File: src/rtl/clk_pkg.sv
// rtl/clk_pkg.sv - shared moduli and width helper for the clock counter chain
package clk_pkg;

  localparam int SEC_MOD  = 60;
  localparam int MIN_MOD  = 60;
  localparam int HR24_MOD = 24;
  localparam int HR12_MOD = 12;

  // Bits needed to hold values 0..value-1.
  function automatic int clog2(input int value);
    int bits;
    bits = 0;
    for (int i = 0; i < 31; i++) begin
      if ((1 << i) < value) bits = i + 1;
    end
    return bits;
  endfunction

endpackage

File: src/rtl/bin_to_bcd2.sv
// rtl/bin_to_bcd2.sv - combinational binary (<100) to two-digit BCD converter
module bin_to_bcd2
  import clk_pkg::*;
#(
  parameter int WIDTH = 6
) (
  input  logic [WIDTH-1:0] i_bin,
  output logic [3:0]       o_tens,
  output logic [3:0]       o_ones
);

  // Working width is at least 7 bits so the constant 10 always fits.
  localparam int BW = (WIDTH > 7) ? WIDTH : 7;

  logic [BW-1:0] w_rem;

  always_comb begin
    w_rem  = BW'(i_bin);
    o_tens = 4'd0;
    for (int k = 0; k < 9; k++) begin
      if (w_rem >= BW'(10)) begin
        w_rem  = w_rem - BW'(10);
        o_tens = o_tens + 4'd1;
      end
    end
    o_ones = w_rem[3:0];
  end

endmodule

File: src/rtl/mod_counter.sv
// rtl/mod_counter.sv - modulo-N up/down time counter with load, clear, BCD outputs
module mod_counter
  import clk_pkg::*;
#(
  parameter int MODULUS = SEC_MOD,
  parameter int WIDTH   = 6
) (
  input  logic             sig_1Hz,
  input  logic             reset,
  input  logic             en,
  input  logic             up_dn,
  input  logic             clear,
  input  logic             load,
  input  logic [WIDTH-1:0] load_val,
  output logic [WIDTH-1:0] count,
  output logic [3:0]       tens,
  output logic [3:0]       ones,
  output logic             tc,
  output logic             load_err
);

  if (MODULUS < 2 || MODULUS > 100 || WIDTH < clog2(MODULUS)) begin : g_param_check
    $error("mod_counter: MODULUS must be 2..100 and fit in WIDTH bits");
  end

  localparam logic [WIDTH-1:0] MAX_CNT = WIDTH'(MODULUS - 1);
  localparam logic [WIDTH-1:0] ONE     = WIDTH'(1);

  logic [WIDTH-1:0] r_count;
  logic [3:0]       r_tens;
  logic [3:0]       r_ones;
  logic             r_load_err;

  logic [WIDTH-1:0] w_next_count;
  logic             w_next_err;
  logic [3:0]       w_next_tens;
  logic [3:0]       w_next_ones;

  always_comb begin
    w_next_count = r_count;
    w_next_err   = 1'b0;
    if (clear) begin
      w_next_count = '0;
    end else if (load) begin
      if (load_val <= MAX_CNT) w_next_count = load_val;
      else                     w_next_err   = 1'b1;
    end else if (en) begin
      if (up_dn) w_next_count = (r_count == MAX_CNT) ? '0 : r_count + ONE;
      else       w_next_count = (r_count == '0) ? MAX_CNT : r_count - ONE;
    end
  end

  // Digits come from the next count so they update on the same edge as count.
  bin_to_bcd2 #(.WIDTH(WIDTH)) u_bcd (
    .i_bin  (w_next_count),
    .o_tens (w_next_tens),
    .o_ones (w_next_ones)
  );

  always_ff @(posedge sig_1Hz or posedge reset) begin
    if (reset) begin
      r_count    <= '0;
      r_tens     <= 4'd0;
      r_ones     <= 4'd0;
      r_load_err <= 1'b0;
    end else begin
      r_count    <= w_next_count;
      r_tens     <= w_next_tens;
      r_ones     <= w_next_ones;
      r_load_err <= w_next_err;
    end
  end

  assign tc       = en & ((up_dn & (r_count == MAX_CNT)) | (~up_dn & (r_count == '0)));
  assign count    = r_count;
  assign tens     = r_tens;
  assign ones     = r_ones;
  assign load_err = r_load_err;

endmodule

File: config.mk
export PLATFORM = sky130hd
export DESIGN_NAME = mod_counter
export DESIGN_NICKNAME = d
export VERILOG_FILES = /design/src/rtl/clk_pkg.sv /design/src/rtl/bin_to_bcd2.sv /design/src/rtl/mod_counter.sv
export SDC_FILE = /design/constraint.sdc
export NUM_CORES = 1
export LEC_CHECK = 0
export ABC_AREA = 1
export BUFFER_PORTS_ARGS = -buffer_cell sky130_fd_sc_hd__buf_4
export CAP_MARGIN = 15
export CORE_MARGIN = 3
export CORE_UTILIZATION = 50
export DETAILED_ROUTE_END_ITERATION = 6
export GPL_TIMING_DRIVEN = 0
export PLACE_DENSITY = 0.69
export SLEW_MARGIN = 40
export SYNTH_ARGS = -nofsm -noshare
export SYNTH_HDL_FRONTEND = slang
export SYNTH_SLANG_ARGS = --single-unit
export TNS_END_PERCENT = 100
File: constraint.sdc
create_clock -name sig_1Hz -period 19.44 [get_ports sig_1Hz]
set_input_delay 2.916 -clock sig_1Hz [delete_from_list [all_inputs] [get_ports sig_1Hz]]
set_output_delay 2.916 -clock sig_1Hz [all_outputs]
set_load 0.005 [all_outputs]
==> flow_summary_export.csv <==
group,metric,value,unit
outcome,status,"completed",
route,drt_iter0_drc,98,
global_routing,grt_first_pass_wirelength,12810,um
critical_path,cp_slowest_cell,"a22oi_1",
synthesis,syn-instance-count,555,
final_layout,final.fill_count,659,
synthesis,synth.distinct_cells,47,
floorplanning,initial_core_util,52.59,%
route,drtAntennaViolNets,0,
cts,root_buffer,"clkbuf_8",
sta,final.setup.tns,0,ps
sta,fin_ws,8225,ps
synthesis,ys_warn_count,0,
floorplanning,core-area,6495,um^2
sta,hold_viol,0,
route,wire_per_inst,10.86,um
final_layout,syn_to_final_growth,10.15,%
job,maxCapViolCount,0,
cts,holdBufCountCts,0,
critical_path,worstPathArrival,11350,ps
route,drt_pass1_iterations,4,
synthesis,ys_ff_latch,14,
cts,cts-resized-gates,0,
sta,layout_min_cycle_time,11220,ps
synthesis,yosys.area.top_type_share,19.45,%
cts,cts_tree,"done",
floorplanning,die_y,88.66,um
global_routing,grt_overflow,0,
cts,clk_pin_slew_worst_paths,50,ps
final_layout,antenna_cells,0,
place,io_buffers,26,
sta,clock.fmax,89.16,MHz
critical_path,path_delay_family,"simple AND/OR/NAND/NOR gates",
final_layout,seqCellArea,350.3,um^2
sta,setup_viol,0,
synthesis,synthFlopType,"dfrtp_1",
cts,htreeDepth,1,
final_layout,multi_input_area,2636,um^2
critical_path,crit_cells,75,
final_layout,layout_common_cells,"nand2_1 (177), inv_1 (77), nand3_1 (50)",
sta,finalCritPeriodShare,57.69,%
cts,clk_latency,240,ps
final_layout,mostFrequentLayoutCell,"nand2_1",
synthesis,netlist_top_cells_area,"nand2_1 (19%), dfrtp_1 (10%), inv_1 (8.5%)",
critical_path,cpMostUsedCell,"nand2_1",
floorplanning,die-area,7860,um^2
critical_path,worst_path_largest_cell_delay,240,ps
final_layout,nets,618,
sta,worst_pin_slew,669.1,ps
cts,clkSinkCount,14,
global_routing,grt_pass1_vias,3024,
cts,clk_path_buf_depth,2,
synthesis,netlist_area,3416,um^2
synthesis,postSynthAreaPerCell,6.155,um^2
place,pre_cts_slack,7980,ps
global_routing,grt_max_degree,15,
critical_path,required,19570,ps
synthesis,synthesis.nets,587,
critical_path,end_kind,"register",
final_layout,finish.utilization,57.93,%
critical_path,start_kind,"input pin",
global_routing,antenna_found_initial,0,
route,drc_errors,0,
sta,rsz0062_at_grt,"false",
route,via_count,3359,
route,via_per_inst,5.074,
synthesis,synthArstFlopShare,100.0,%
floorplanning,fp.dieW,88.66,um
critical_path,critPathMaxFanout,10,
global_routing,grt.total_usage,19.21,%
place,gp_congestion,0.9095,
sta,maxSlewViolCount,0,
cts,cts_buffers,3,
final_layout,drive_above_1_share,23.93,%
synthesis,synth_area_leader_cell,"nand2_1",
critical_path,crit_type,"input pin to register",
sta,clock_skew,2.075,ps
floorplanning,io_pins,28,
critical_path,cp_num_buf_inv,16,
route,drt_wl_total,7189,um
sta,slew_headroom,55.39,%
critical_path,ff2ff_path_depth,78,
cts,post-cts-setup-buffers,0,
synthesis,yosysSeqAreaShare,10.26,%
floorplanning,rows,29,
hold_path,min_path_type,"register to register",
hold_path,hold_path_depth,4,
place,dp_hpwl,6097,um
synthesis,synth_edf_count,0,
sequential cells by signal, summed over array words and instances, names as in the netlist:
register and flops:
count 5, load_err 1, ones 4, tens 4
worst min-delay path: cells and delay by family, from the launching register on:
kind | cells | cell delay, ps
AO/OA/AOI/OAI | 1 | 100
AND/OR/NAND/NOR | 3 | 300
flip-flops | 1 | 440
synth_stat cells (all sizes together), types with 4 or more instances:
master / instances
ha: 20
dfrtp: 14
xnor2: 4
xor2: 6
nand2: 218
nor2: 46
inv: 94
nand4: 21
nand3b: 5
buf: 7
o21ai: 17
o211ai: 5
a21oi: 13
nand3: 67
layer usage:
metal	part of all wire, %	vias up	track usage [%]	wire length, um
met4	0.83	0	2.885	60
met1	48	1471	24.82	3421
li1	-	1832	-	-
met5	0	-	0	0
met2	49	48	35.02	3499
met3	2.9	8	1.769	207
kinds of logic after synthesis:
family	share of synthesized area (%)
xor gates and xnor gates	2.784
buffers and inverters	12.56
muxes	0.3296
adders and majority gates	7.326
DFF	10.26
and+or+nand+nor	57.33
AOI/OAI and AO/OA	9.414
layout make-up:
type	instances	share of cell area (%)
flip-flops and latches	14	9.312
inverters	96	9.677
well taps	77	2.561
plain buffers	7	1.729
multi-input cells	438	70.07
repair buffers	26	5.188
clock buffers	4	1.463
worst paths after layout:
check / startpoint / to / slack (ps)
setup / recovery: up_dn / ones[1] / 8220
hold / removal: count[5] / count[5] / 910
setup reg to reg: ones[0] / ones[1] / 10190
hold reg to reg: count[5] / count[5] / 910
max in group asynchronous: reset / ones[1] / 16390
min in group asynchronous: reset / ones[3] / 2710
stage by stage:
| stage | instances | hold WS, ps | cell area (um^2) |
|---|---|---|---|
| 2_1_floorplan | 555 | 809.0 | 3416 |
| 3_3_place_gp | 658 | 893.0 | 3707 |
| 3_5_place_dp | 658 | 893.4 | 3707 |
| 4_1_cts | 662 | 901.6 | 3762 |
| 5_1_grt | 662 | 951.9 | 3762 |
| 6_report | 662 | 905.3 | 3762 |
Power is not shown: default switching activity piles up to over one toggle a cycle in this logic, so the estimate is an artifact.
